## config.mk

```make
export PLATFORM = sky130hd
export DESIGN_NAME = lifo_drain_seq
export DESIGN_NICKNAME = d
export VERILOG_FILES = /design/src/rtl/lifo_drain_seq.sv
export SDC_FILE = /design/constraint.sdc
export NUM_CORES = 1
export LEC_CHECK = 0
export ABC_AREA = 1
export BUFFER_PORTS_ARGS = -buffer_cell sky130_fd_sc_hd__clkbuf_2
export CAP_MARGIN = 20
export CORE_UTILIZATION = 54
export DETAILED_ROUTE_END_ITERATION = 16
export HOLD_SLACK_MARGIN = 0.02
export PLACE_DENSITY = 0.84
export SYNTH_ARGS = -nofsm -noshare
export SYNTH_HDL_FRONTEND = slang
export SYNTH_SLANG_ARGS = --single-unit
```

## constraint.sdc

```tcl
create_clock -name i_clk -period 1.5 [get_ports i_clk]
set_input_delay 0.3 -clock i_clk [delete_from_list [all_inputs] [get_ports i_clk]]
set_output_delay 0.3 -clock i_clk [all_outputs]
set_load 0.01 [all_outputs]
```

## src/rtl/lifo_drain_seq.sv

```systemverilog
// Read-side sequencer for the calculator result LIFO: pops entries on dump/step requests and
// holds each popped result/opcode on the display outputs for a fixed dwell.
module lifo_drain_seq #(
  parameter int unsigned DATA_W     = 6,
  parameter int unsigned OP_W       = 3,
  parameter int unsigned HOLD_TICKS = 600,
  parameter int unsigned CNT_W      = 4
) (
  input  logic              i_clk,
  input  logic              i_reset_n,
  input  logic              i_dump,
  input  logic              i_step,
  input  logic              i_abort,
  input  logic              i_flag_clr,
  input  logic [DATA_W-1:0] i_tos_data,
  input  logic [OP_W-1:0]   i_tos_op,
  input  logic              i_lifo_empty,
  output logic              o_pop,
  output logic [DATA_W-1:0] o_result_out,
  output logic [OP_W-1:0]   o_opcode_out,
  output logic              o_valid,
  output logic              o_busy,
  output logic [CNT_W-1:0]  o_pop_count,
  output logic              o_underrun
);

  localparam int unsigned DwellW = (HOLD_TICKS > 1) ? $clog2(HOLD_TICKS) : 1;
  localparam logic [DwellW-1:0] DwellLast = DwellW'(HOLD_TICKS - 1);

  typedef enum logic [1:0] {StIdle, StPop, StHold, StDone} state_e;
  typedef enum logic {ModeDrain, ModeStep} mode_e;

  state_e              r_state, w_state_nxt;
  mode_e               r_mode, w_mode_nxt;
  logic [DwellW-1:0]   r_dwell, w_dwell_nxt;
  logic [DATA_W-1:0]   r_result, w_result_nxt;
  logic [OP_W-1:0]     r_op, w_op_nxt;
  logic                r_valid, w_valid_nxt;
  logic [CNT_W-1:0]    r_count, w_count_nxt;
  logic                r_underrun, w_underrun_nxt;
  logic                r_pop;
  logic                w_pop;

  // Registered strobe, gated so the LIFO never sees a pop when empty or while aborting.
  assign w_pop = r_pop & ~i_lifo_empty & ~i_abort;

  always_comb begin
    w_state_nxt    = r_state;
    w_mode_nxt     = r_mode;
    w_dwell_nxt    = r_dwell;
    w_result_nxt   = r_result;
    w_op_nxt       = r_op;
    w_valid_nxt    = r_valid;
    w_count_nxt    = r_count;
    w_underrun_nxt = r_underrun;

    if (i_flag_clr) begin
      w_underrun_nxt = 1'b0;
    end

    if (i_abort) begin
      w_state_nxt = StIdle;
    end else begin
      unique case (r_state)
        StIdle: begin
          if (i_dump || i_step) begin
            if (i_lifo_empty) begin
              w_underrun_nxt = 1'b1;
            end else begin
              w_state_nxt = StPop;
              w_mode_nxt  = i_dump ? ModeDrain : ModeStep;
              w_count_nxt = '0;
            end
          end
        end
        StPop: begin
          if (w_pop) begin
            w_result_nxt = i_tos_data;
            w_op_nxt     = i_tos_op;
            w_valid_nxt  = 1'b1;
            w_dwell_nxt  = '0;
            w_state_nxt  = StHold;
            if (r_count != '1) begin
              w_count_nxt = r_count + CNT_W'(1);
            end
          end else begin
            w_state_nxt = StDone;
          end
        end
        StHold: begin
          if (r_dwell == DwellLast) begin
            if (r_mode == ModeDrain && !i_lifo_empty) begin
              w_state_nxt = StPop;
            end else begin
              w_state_nxt = StDone;
            end
          end else begin
            w_dwell_nxt = r_dwell + DwellW'(1);
          end
        end
        StDone: begin
          w_state_nxt = StIdle;
        end
        default: begin
          w_state_nxt = StIdle;
        end
      endcase
    end
  end

  always_ff @(posedge i_clk or negedge i_reset_n) begin
    if (!i_reset_n) begin
      r_state    <= StIdle;
      r_mode     <= ModeDrain;
      r_dwell    <= '0;
      r_result   <= '0;
      r_op       <= '0;
      r_valid    <= 1'b0;
      r_count    <= '0;
      r_underrun <= 1'b0;
      r_pop      <= 1'b0;
    end else begin
      r_state    <= w_state_nxt;
      r_mode     <= w_mode_nxt;
      r_dwell    <= w_dwell_nxt;
      r_result   <= w_result_nxt;
      r_op       <= w_op_nxt;
      r_valid    <= w_valid_nxt;
      r_count    <= w_count_nxt;
      r_underrun <= w_underrun_nxt;
      r_pop      <= (w_state_nxt == StPop);
    end
  end

  assign o_pop        = w_pop;
  assign o_result_out = r_result;
  assign o_opcode_out = r_op;
  assign o_valid      = r_valid;
  assign o_busy       = (r_state != StIdle);
  assign o_pop_count  = r_count;
  assign o_underrun   = r_underrun;

endmodule

```

==> flow_metrics.tcl <==
set metrics [dict create \
    status "finished, final reports clean" \
    first_iter_violations 42 \
    synth_area_per_cell_um2 8.10 \
    fp.dieW_um 56.5 \
    antenna_found_initial 0 \
    synth_nets 216 \
    coreArea_mm2 0.00278 \
    min_path_type "in -> reg" \
    synth_seq_cells 29 \
    nNetsFinal 257 \
    synthesis.area_mm2 0.00160 \
    vias 1375 \
    synth_top_cell_by_area "dfrtp_1" \
    ys.flop_type "dfrtp_1" \
    crit_path_start_kind "flop" \
    std_cell_rows 19 \
    holdWs_ns 0.144 \
    slew_violations 0 \
    criticalPathCategory "reg -> out" \
    hold_viol 0 \
    dp_hpwl_um 2420 \
    dp.cells 262 \
    cp.arrival_ns 1.17 \
    yosysMostFrequentCell "nand2_1" \
    cts_made_buffers 5 \
    seq_area_frac_synth_pct 45.2 \
    via_per_inst 5.07 \
    critPathRequiredTime_ns 1.20 \
    fin_area_mm2 0.00195 \
    numClockSinks 29 \
    wire_per_inst_um 12.1 \
    grt_pass1_vias 1222 \
    root_buffer "clkbuf_4" \
    fmax_ghz 0.682 \
    worstSetupEndpointType "primary output" \
    holdPathStages 2 \
    overflow 0 \
    worstHoldEndpoint "o_underrun" \
    wl_um 3280 \
    grtUsageMet1_pct 29.0 \
    finalCriticalPeriod_ns 1.47 \
    synth_top_cells_by_count "nand2_1, dfrtp_1, nor2_1" \
    grt.met3_usage_pct 5.53 \
    dr.pass1.iters 6 \
    synth-edff-count 0 \
    tritoncts "built" \
    track_usage_pct 23.1 \
    final.setup.worst_slack_ns 0.0336 \
    worst_slew_pin_slew_ns 0.512 \
    area_delta_synth_final_pct 21.8 \
    min_from "i_flag_clr" \
    setup_violations 0 \
    cap_violations 0 \
    r2r-end "o_pop_count[2]" \
    grt_pass1_wl_um 5510 \
    grt_start_max_net_pins 16 \
    drive_gt1_share_pct 30.4 \
    postRouteAntennaNets 0 \
    r2r_start "o_pop_count[0]" \
    syn_inst 198 \
    met2_usage_pct 37.0 \
    drc 0 \
    powerDensity_mw_per_mm2 1440 \
    vdd.ir_drop.worst_v 0.00112 \
    initial_core_util_pct 57.7 \
    insertion_delay_ns 0.33 \
    fin_skew_ns 0.00656 \
    yosys_warnings 0 \
    r2r_setup_slack_ns 0.08 \
    fin_crit_sh_pct 97.8 \
    die_h_um 56.5 \
    dp_slack_ns 0.107 \
    async_flop_share_pct 100 \
    synth_cell_types 26 \
    die_area_mm2 0.00319 \
    gp_congestion 0.858 \
    h-tree-depth 2 \
    diodes 0 \
    critPathMaxFanout 5 \
    worstRegToRegCells 7 \
    slew_headroom_pct 65.5 \
    grt_busiest_layer "met2" \
    leakage_uw 0.00102 \
    port_buffers 32 \
    path_clk_slew_ns 0.09 \
    synth.top_cells.by_area "dfrtp_1, nand2_1, mux2_2" \
    placedInstanceArea_mm2 0.00183 \
    netlist.area_leader.share_pct 45.2 \
    clock_path_buffers 2 \
    final_cells 271 \
    io_pins 33 \
    postCtsSetupBuffers 0 \
]
==> how the worst max path moves through the flow <==
stage / startpoint / endpoint / slack (ns) / cells after the start
6_report: r_state[0] / o_busy / 0.03 / 3
4_1_cts: r_state[0] / o_busy / 0.01 / 3
5_1_grt: o_pop_count[0] / o_pop_count[2] / -0.01 / 7
3_5_place_dp: r_dwell[0] / r_dwell[1] / 0.11 / 9
2_1_floorplan: r_dwell[0] / r_dwell[9] / 0.14 / 9
3_3_place_gp: r_dwell[0] / r_dwell[4] / 0.16 / 9
==> critical path, stage by stage (launching register included) <==
cell	delay (ns)
dfrtp_2	0.48
nor2_4	0.16
inv_1	0.07
clkbuf_2	0.12
==> area by class of cell <==
type	count	area, µm²
well taps	31	38.8
clock inverters	1	30.0
inverters	22	82.6
clock buffers	7	55.1
multi-input cells	145	813
fillers	235	828
flip-flops and latches	29	728
repair buffers	36	205
==> cell usage in the layout (no fill, tap or decap), types with 4 or more instances in the layout <==
| cell type | n |
|---|---|
| inv_1 | 18 |
| nand3_1 | 16 |
| dfrtp_1 | 27 |
| clkbuf_4 | 5 |
| mux2_2 | 9 |
| inv_2 | 4 |
| o21ai_1 | 4 |
| clkbuf_2 | 32 |
| nor2_1 | 24 |
| nand2_1 | 62 |
| nand2_4 | 4 |
==> timing repair <==
item	4_1_cts	5_1_grt
endpoints found under the hold margin	14	0
resized for setup	2	6
setup endpoints to repair	1	15
hold buffers	1	0
==> cell families after synthesis <==
logic type	share of synthesized area, %
XOR/XNOR	1.64
AND/OR/NAND/NOR	34.7
flip-flops	45.2
multiplexers	6.32
AO/OA/AOI/OAI	4.76
buffers and inverters	5.77
adder cells (fa/ha/maj)	1.56
==> stage by stage <==
step | total power (µW) | setup TNS (ns) | utilization (%)
2_1_floorplan | 1760 | 0 | -
6_report | 2810 | 0 | 70.2
4_1_cts | 2770 | 0 | 69.3
3_3_place_gp | 2050 | 0 | 65.7
3_5_place_dp | 2080 | 0 | 65.7
5_1_grt | 2970 | -0.0104 | 70.2
==> metal layers <==
layer | share of wire, % | vias up | wire length [µm]
li1 | - | 713 | -
met1 | 44 | 613 | 1440
met2 | 49 | 41 | 1610
met3 | 4.6 | 8 | 150
met4 | 2.4 | 0 | 80
met5 | 0 | - | 0
==> sequential cells by signal, summed over array words and instances, names as in the netlist <==
signal,flops
o_opcode_out,3
o_pop_count,4
r_state,2
r_mode,1
o_valid,1
r_dwell,10
r_pop,1
o_result_out,6
o_underrun,1
==> where the power goes <==
group / leakage (µW) / switching [µW] / internal, µW
Clock: 0.0000455 / 275 / 398
Sequential: 0.000386 / 155 / 951
Combinational: 0.000588 / 644 / 388
Note: power is estimated with default switching activity, not from simulation.
